===== src/rtl/wallace_pkg.sv =====
// Shared types and constants for the 8x8 Wallace-tree multiplier.
// WALLACE_PIPE_EN: when defined, a register stage sits after reduction level 2
// and the end-to-end latency becomes 2 cycles.
package wallace_pkg;

    localparam int MULT_W = 8;
    localparam int PROD_W = 17;

`ifdef WALLACE_PIPE_EN
    localparam int LATENCY = 2;
`else
    localparam int LATENCY = 1;
`endif

    typedef logic [MULT_W-1:0] operand_t;
    typedef logic [PROD_W-1:0] product_t;

endpackage


===== src/rtl/csa_fa.sv =====
// 1-bit full adder used as the 3:2 compressor cell throughout the tree.
module csa_fa (
    input  logic a,
    input  logic b,
    input  logic c,
    output logic s,
    output logic co
);

    assign s  = a ^ b ^ c;
    assign co = (a & b) | (a & c) | (b & c);

endmodule


===== src/rtl/wallace_mult8.sv =====
// Registered 8x8 unsigned multiplier: AND-array partial products, Wallace
// carry-save reduction (8 -> 6 -> 4 -> 3 -> 2 rows), 16-bit ripple CPA.
// P[16] is always zero; it exists only to match the Dadda variant's port.
// WALLACE_PIPE_EN: adds a register stage on the level-2 carry-save vectors
// and valid bit (latency 2 instead of 1).
module wallace_mult8 #(
    parameter int WIDTH = 8,
    parameter int PW    = 2*WIDTH+1
) (
    input  logic             clk,
    input  logic             rst_n,
    input  logic             in_valid,
    input  logic [WIDTH-1:0] A,
    input  logic [WIDTH-1:0] B,
    output logic             out_valid,
    output logic [PW-1:0]    P
);
    import wallace_pkg::*;

    localparam int CW = 2*MULT_W;

    if (WIDTH != MULT_W || PW != PROD_W || LATENCY < 1) begin : g_bad_cfg
        $error("wallace_mult8 supports only WIDTH=8, PW=17");
    end

    operand_t a_op;
    operand_t b_op;
    assign a_op = A;
    assign b_op = B;

    logic [CW-1:0] pp_row [MULT_W];

    logic [CW-1:0] l1_x [2], l1_y [2], l1_z [2], l1_s [2], l1_co [2], l1_c [2];
    logic [CW-1:0] l2_x [2], l2_y [2], l2_z [2], l2_s [2], l2_co [2], l2_c [2];
    logic [CW-1:0] l3_s, l3_co, l3_c;
    logic [CW-1:0] l4_s, l4_co, l4_c;

    logic [CW-1:0] cs_d [4];
    logic [CW-1:0] cs [4];
    logic          stage_valid;

    logic [CW-1:0] sum;
    logic [CW:0]   rca_cy;

    product_t p_d, p_q;
    logic     out_valid_d, out_valid_q;

    // Shifted AND rows: row i holds A & B[i], weighted by 2^i.
    always_comb begin
        for (int i = 0; i < MULT_W; i++) begin
            pp_row[i] = {{MULT_W{1'b0}}, a_op & {MULT_W{b_op[i]}}} << i;
        end
    end

    // Level 1: rows {0,1,2} and {3,4,5} compress to two pairs; rows 6,7 pass.
    always_comb begin
        l1_x[0] = pp_row[0];
        l1_y[0] = pp_row[1];
        l1_z[0] = pp_row[2];
        l1_x[1] = pp_row[3];
        l1_y[1] = pp_row[4];
        l1_z[1] = pp_row[5];
        for (int k = 0; k < 2; k++) begin
            l1_c[k] = {l1_co[k][CW-2:0], 1'b0};
        end
    end

    for (genvar k = 0; k < 2; k++) begin : g_l1
        for (genvar bt = 0; bt < CW; bt++) begin : g_bit
            csa_fa u_fa (.a(l1_x[k][bt]), .b(l1_y[k][bt]), .c(l1_z[k][bt]),
                         .s(l1_s[k][bt]), .co(l1_co[k][bt]));
        end
    end

    // Level 2: six vectors regroup into two triples, leaving four.
    always_comb begin
        l2_x[0] = l1_s[0];
        l2_y[0] = l1_c[0];
        l2_z[0] = l1_s[1];
        l2_x[1] = l1_c[1];
        l2_y[1] = pp_row[6];
        l2_z[1] = pp_row[7];
        for (int k = 0; k < 2; k++) begin
            l2_c[k] = {l2_co[k][CW-2:0], 1'b0};
        end
        cs_d[0] = l2_s[0];
        cs_d[1] = l2_c[0];
        cs_d[2] = l2_s[1];
        cs_d[3] = l2_c[1];
    end

    for (genvar k = 0; k < 2; k++) begin : g_l2
        for (genvar bt = 0; bt < CW; bt++) begin : g_bit
            csa_fa u_fa (.a(l2_x[k][bt]), .b(l2_y[k][bt]), .c(l2_z[k][bt]),
                         .s(l2_s[k][bt]), .co(l2_co[k][bt]));
        end
    end

`ifdef WALLACE_PIPE_EN
    logic [CW-1:0] cs_q [4];
    logic          stage_valid_q;

    // Mid-tree register: holds the four carry-save rows and their valid bit.
    always_ff @(posedge clk or negedge rst_n) begin
        if (!rst_n) begin
            for (int k = 0; k < 4; k++) begin
                cs_q[k] <= '0;
            end
            stage_valid_q <= 1'b0;
        end else begin
            for (int k = 0; k < 4; k++) begin
                cs_q[k] <= cs_d[k];
            end
            stage_valid_q <= in_valid;
        end
    end

    assign cs          = cs_q;
    assign stage_valid = stage_valid_q;
`else
    assign cs          = cs_d;
    assign stage_valid = in_valid;
`endif

    for (genvar bt = 0; bt < CW; bt++) begin : g_l34
        csa_fa u_fa3 (.a(cs[0][bt]), .b(cs[1][bt]), .c(cs[2][bt]),
                      .s(l3_s[bt]), .co(l3_co[bt]));
        csa_fa u_fa4 (.a(l3_s[bt]), .b(l3_c[bt]), .c(cs[3][bt]),
                      .s(l4_s[bt]), .co(l4_co[bt]));
        csa_fa u_rca (.a(l4_s[bt]), .b(l4_c[bt]), .c(rca_cy[bt]),
                      .s(sum[bt]), .co(rca_cy[bt+1]));
    end

    assign l3_c      = {l3_co[CW-2:0], 1'b0};
    assign l4_c      = {l4_co[CW-2:0], 1'b0};
    assign rca_cy[0] = 1'b0;

    // Carries out of column 15 are zero because the product fits in 16 bits.
    logic [6:0] unused_msb;
    assign unused_msb = {l1_co[0][CW-1], l1_co[1][CW-1], l2_co[0][CW-1],
                         l2_co[1][CW-1], l3_co[CW-1], l4_co[CW-1], rca_cy[CW]};

    // Output register loads only on a valid stage; otherwise P holds.
    always_comb begin
        p_d         = p_q;
        out_valid_d = stage_valid;
        if (stage_valid) begin
            p_d = {1'b0, sum};
        end
    end

    // Result register with asynchronous clear.
    always_ff @(posedge clk or negedge rst_n) begin
        if (!rst_n) begin
            p_q         <= '0;
            out_valid_q <= 1'b0;
        end else begin
            p_q         <= p_d;
            out_valid_q <= out_valid_d;
        end
    end

    assign P         = p_q;
    assign out_valid = out_valid_q;

endmodule


===== config.mk =====
export PLATFORM = sky130hd
export DESIGN_NAME = wallace_mult8
export DESIGN_NICKNAME = d
export VERILOG_FILES = /design/src/rtl/wallace_pkg.sv /design/src/rtl/csa_fa.sv /design/src/rtl/wallace_mult8.sv
export SDC_FILE = /design/constraint.sdc
export NUM_CORES = 1
export LEC_CHECK = 0
export ABC_AREA = 1
export CAP_MARGIN = 5
export CELL_PAD_IN_SITES_DETAIL_PLACEMENT = 0
export CELL_PAD_IN_SITES_GLOBAL_PLACEMENT = 1
export CORE_ASPECT_RATIO = 0.5
export CORE_MARGIN = 10
export CORE_UTILIZATION = 44
export DETAILED_ROUTE_END_ITERATION = 8
export PLACE_DENSITY = 0.87
export SYNTH_ARGS = -nofsm -noshare
export SYNTH_HDL_FRONTEND = slang
export SYNTH_SLANG_ARGS = --single-unit

===== constraint.sdc =====
create_clock -name clk -period 1.95 [get_ports clk]
set_clock_uncertainty 0.15 [all_clocks]
set_input_delay 0.39 -clock clk [delete_from_list [all_inputs] [get_ports clk]]
set_output_delay 0.39 -clock clk [all_outputs]
set_load 0.03 [all_outputs]

Word level (Yosys, flattened, before mapping)

Index checks and enable logic that the tools add are counted.

$mul: 0
Mux-type cells: 0
Bitwise operators: 370
Order comparisons: 0
Eq/ne operators: 0
Shifts and indexed selects: 0
Add/subtract/negate cells: 0
Reductions and logical operators: 0
Divide/modulo/power cells: 0

Operators with widths:

| kind        | count |
|---|---|
| $and 1x1->1 | 157 |
| $xor 1x1->1 | 111 |
| $or 1x1->1  | 94 |
| $and 8x8->8 | 8 |

Output and inout port bits: 18
Memories: 0
Bits in latches: 0
ROM bits: 0
Input bits: 19
RAM bits: 0
Word-level logic and storage cells: 372
Register bits: 17

Logic depth before layout (Yosys ltp)

Depth in word-level cells: 39
Gate-level depth with buffers: 25
Gate-level depth less buffers: 24

Modules after synthesis

From an unflattened synthesis, not the netlist that was laid out.

Cell total of the unflattened synthesis: 327
Area, all modules: 3483.3 µm²

Modules (own cells, without submodules):

| module        | times used | cells an instance | seq. area each (µm²) | area an instance (µm²) |
|---|---|---|---|---|
| csa_fa        | 112        | 1                 | 0.0                  | 20.0 |
| wallace_mult8 | 1          | 215               | 425.4                | 1241.2 |

Worst setup path before layout

Ideal clock, no wire load.

Path kind: in2reg
From: in A[5]
To: reg p_q[15], in the netlist P[15]
Arrival: 6.270 ns
Stages on the path: 23
Library setup time: 0.117 ns
Setup slack: -4.588 ns
Path through: clkbuf_1 -> nand2_1 -> fa_1 -> fa_1 -> inv_1 -> fa_1 -> ha_1 -> ha_1 -> inv_1 -> fa_1 -> fa_1 -> inv_1 -> fa_1 -> fa_1 -> fa_1 -> fa_1 -> fa_1 -> fa_1 -> fa_1 -> inv_1 -> nand2_1 -> nand3_1 -> nand2_1

Cells in the longest elaborated chain, start to end: 37
Elaborated cells on any way between the ends: 243

Ends and longest elaborated chain:

| element                                                        | line                       | text |
|---|---|---|
| start: declaration                                             | wallace_mult8.sv:13        | `input logic [WIDTH-1:0] A,` |
| $and 8x8->8                                                    | wallace_mult8.sv:51        | `pp_row[i] = {{MULT_W{1'b0}}, a_op & {MULT_W{b_op[i]}}} << i;` |
| $and 1x1->1 / $xor 1x1->1 (equally long branches)              | csa_fa.sv:11, csa_fa.sv:10 |  |
| $or 1x1->1 / $xor 1x1->1 (equally long branches)               | csa_fa.sv:11, csa_fa.sv:10 |  |
| $or 1x1->1, or another cell as far along                       | csa_fa.sv:11               | `assign co = (a & b) \| (a & c) \| (b & c);` |
| $xor 1x1->1 / $or 1x1->1 (equally long branches)               | csa_fa.sv:10, csa_fa.sv:11 |  |
| $xor 1x1->1, or another cell as far along                      | csa_fa.sv:10               | `assign s = a ^ b ^ c;` |
| $xor 1x1->1 / $or 1x1->1 (equally long branches) (2 in series) | csa_fa.sv:10, csa_fa.sv:11 |  |
| $xor 1x1->1 / $and 1x1->1 (equally long branches)              | csa_fa.sv:10, csa_fa.sv:11 |  |
| [... 18 more ...]                                              | -                          |  |
| $and 1x1->1                                                    | csa_fa.sv:11               |  |
| $or 1x1->1 (2 in series)                                       | csa_fa.sv:11               |  |
| $and 1x1->1                                                    | csa_fa.sv:11               |  |
| $or 1x1->1 (2 in series)                                       | csa_fa.sv:11               |  |
| $and 1x1->1                                                    | csa_fa.sv:11               |  |
| $or 1x1->1                                                     | csa_fa.sv:11               |  |
| $or 1x1->1 (*)                                                 | csa_fa.sv:11               |  |
| $xor 1x1->1 (*)                                                | csa_fa.sv:10               |  |
| end signal: assignment                                         | wallace_mult8.sv:158       | `p_q <= p_d;` |
| end: declaration                                               | wallace_mult8.sv:45        | `product_t p_d, p_q;` |

Mark *: on every way between the ends. The rest lies on a longest branch, timed or not.
A chain may end at the register's enable or synchronous reset.

Final worst setup path

From: in B[0]
To: reg p_q[14], in the netlist P[14]

Cells in the longest elaborated chain, start to end: 36
Elaborated cells on any way between the ends: 189

Ends and longest elaborated chain:

| element                                                        | line                       | text |
|---|---|---|
| start: declaration                                             | wallace_mult8.sv:14        | `input logic [WIDTH-1:0] B,` |
| $and 8x8->8 (*)                                                | wallace_mult8.sv:51        |  |
| $and 1x1->1                                                    | csa_fa.sv:11               |  |
| $or 1x1->1 (2 in series)                                       | csa_fa.sv:11               |  |
| $and 1x1->1                                                    | csa_fa.sv:11               |  |
| $or 1x1->1 (2 in series)                                       | csa_fa.sv:11               |  |
| $and 1x1->1 / $xor 1x1->1 (equally long branches)              | csa_fa.sv:11, csa_fa.sv:10 |  |
| $or 1x1->1 / $xor 1x1->1 (equally long branches) (2 in series) | csa_fa.sv:11, csa_fa.sv:10 |  |
| $xor 1x1->1 / $and 1x1->1 (equally long branches)              | csa_fa.sv:10, csa_fa.sv:11 |  |
| [... 18 more ...]                                              | -                          |  |
| $and 1x1->1                                                    | csa_fa.sv:11               |  |
| $or 1x1->1                                                     | csa_fa.sv:11               |  |
| $or 1x1->1 (*)                                                 | csa_fa.sv:11               |  |
| $and 1x1->1                                                    | csa_fa.sv:11               |  |
| $or 1x1->1                                                     | csa_fa.sv:11               |  |
| $or 1x1->1 (*)                                                 | csa_fa.sv:11               |  |
| $xor 1x1->1 (*)                                                | csa_fa.sv:10               |  |
| named net g_l34[14].u_rca.s                                    | csa_fa.sv:6                | `output logic s,` |

The timed path passes the listed nets; every way through them passes the cells marked *.

==> metrics.cfg <==
[outcome]
status = finished, violations left
violations = setup timing

[sta]
timing.final.crit_share = 2.90
period_needed_ps = 5650
worst_slack_ps = -3700
rsz0062_at_grt = true
fmax_mhz = 177
final_hold_viol_count = 0
setup_viol = 13
drv_slew = 0
holdWs_ps = 305

[detailed_routing]
wire_per_inst_um = 13.1
vias = 1850
drc = 0
drtPass1Iterations = 4
drt_wl_total_um = 5290
drtAntennaViolNets = 0
initialDrtViolationCount = 64
vias_per_cell = 4.58

[setup_path]
crit_buf_inv = 4
timing.rr.end = P[15]
path_max_fanout = 5
cp.arrival_ps = 5700
ff2ff_setup_slack_ps = 1150
critPathMaxStageDelay_ps = 550
slowest_stage = fa_1
cp_top_family = adder cells
worstPathRequired_ps = 2000
cp-end-kind = flip-flop
crit_top_cell = fa_2
critPathKind = in -> reg
start_kind = primary input
rr_worst_depth = 2
rr_startpoint = P[15]
path_cells = buf_8 > nand2_4 > fa_1 > fa_1 > inv_1 > fa_1 > ha_4 > ha_4 > inv_2 > fa_2 > fa_2 > inv_2 > fa_2 > fa_2 > fa_2 > fa_2 > fa_2 > fa_2 > fa_2 > nand2_1 > nand2_1

[layout]
syn_to_final_growth_pct = 32.0
drive_above_1_share = 0.240
final_cells = 404
design_area_um2 = 3120
post-route-util = 0.618
n_antenna_cell = 0
layout.nets = 417

[clocking]
clk_path_buf_depth = 2
clk_pin_slew_ps = 70
cts_tree = built
clock-root-buffer = clkbuf_8
holdBufCountCts = 0
clkSinkCount = 17
clk_latency_ps = 250
cts_buffers = 3
h-tree-depth = 1

[synthesis]
synth_top_cell_by_area = fa_1
synth_warnings = 0
yosysUniqueCellTypes = 13
ys_ff_latch = 17
synthTopCellsByArea = fa_1 40%, dfrtp_1 18%, nand2_1 17%
synthCells = 286
mappedNetlistNets = 368
syn_area_um2 = 2360
avgSynthCellArea_um2 = 8.26
yosysSeqAreaShare = 0.180
synth_top_area_frac = 0.399

[power]
power_density_nw_per_um2 = 815
power.total_uw = 2540
power.leakage_uw = 0.00176
ir_worst_vdd_uv = 583

[grt]
grt_pass1_wl_um = 9280
grt_usage = 0.128
grt_pass1_vias = 2117
antenna_found_initial = 0
overflow = 0
grt_max_degree = 19

[die]
die_w_um = 124
io_pins = 37
die_y_um = 71.8
core-area_um2 = 5040
initial_utilization = 0.468
rows = 18
die_area_um2 = 8870

[place]
place_area_um2 = 2950
hpwl_um = 4600
io_buffers = 35
dp_cells = 395
gp_congestion = 0.823

[flow_run]
cap_violations = 0

[worst_hold_path]
hp-class = in -> async

how the worst max path moves through the flow:
stage,startpoint,end,slack [ps],depth (start not counted)
finish,B[0],P[14],-3700,21
global route,B[0],P[15],-3910,23
CTS,A[5],P[14],-3820,21
detailed placement,B[2],P[14],-4570,21
global placement,B[2],P[14],-4510,21
floorplan,B[5],P[14],-3920,21
state kept, by name, summed over array words and instances (netlist names):
register   count
P             16
out_valid      1
routing by layer:
layer | GRT usage | part of all wire | up-vias | routed length, um
li1 | - | - | 881 | -
met1 | 0.154 | 0.43 | 928 | 2250
met2 | 0.228 | 0.51 | 38 | 2680
met3 | 0.0407 | 0.065 | 3 | 344
met4 | 0.0128 | 0.0019 | 0 | 10
met5 | 0 | 0 | - | 0
Yosys cell counts:
library cell  instances
ha_1                 16
nand2_1             107
clkbuf_1             15
inv_2                 1
inv_1                74
fa_1                 47
buf_6                 1
dfrtp_1              17
buf_2                 1
conb_1                1
nand3_1               2
buf_4                 2
o21ai_0               2
cell families (layout without fill, tap and decap cells):
group,count (synthesis),count (layout),synth area share
AND/OR/NAND/NOR,109,109,0.174
AO/OA/AOI/OAI,2,2,0.00424
adder cells (fa/ha/maj),63,63,0.483
buffers and inverters,94,142,0.156
other,1,1,0.00159
flip-flops,17,17,0.180
timing repair:
action	in CTS	in global routing
buffers inserted	5	0
resized for setup	93	13
endpoints found under the setup margin	14	13
pin swaps	27	20
power by group:
| group | total [uW] | switching (uW) | internal (uW) | leakage [uW] |
|---|---|---|---|---|
| Combinational | 1720 | 948 | 771 | 0.00153 |
| Sequential | 552 | 71.2 | 481 | 0.000210 |
| Clock | 270 | 128 | 142 | 0.0000255 |
| Total | 2540 | 1150 | 1390 | 0.00176 |
final cells by class:
cell class                 instances  area [um^2]
fill                             451         1930
multi-input combinational        175         1670
timing repair buffer              63          602
sequential                        17          425
inverter                          75          282
tap                               70         87.6
clock buffer                       3         41.3
clock inverter                     1         5.00
placed cells by master (no fill, tap or decap), types with 3 or more instances in the layout:
master and instances:
fa_2 11, buf_4 22, clkdlybuf4s50_1 21, inv_2 7, nand2_2 10, fa_1 36, dfrtp_1 17, clkbuf_8 3
nand2_1 95, buf_6 13, buf_2 3, buf_8 3, inv_1 68, ha_1 12, ha_4 3
stage by stage:
| stage | setup TNS (ps) | worst slack, ps |
|---|---|---|
| after floorplan | -29110 | -3920 |
| after global placement | -37490 | -4510 |
| after detailed placement | -38100 | -4570 |
| after CTS | -27810 | -3820 |
| after global routing | -28450 | -3910 |
| final | -26690 | -3700 |
(Power assumes the default switching activity.)
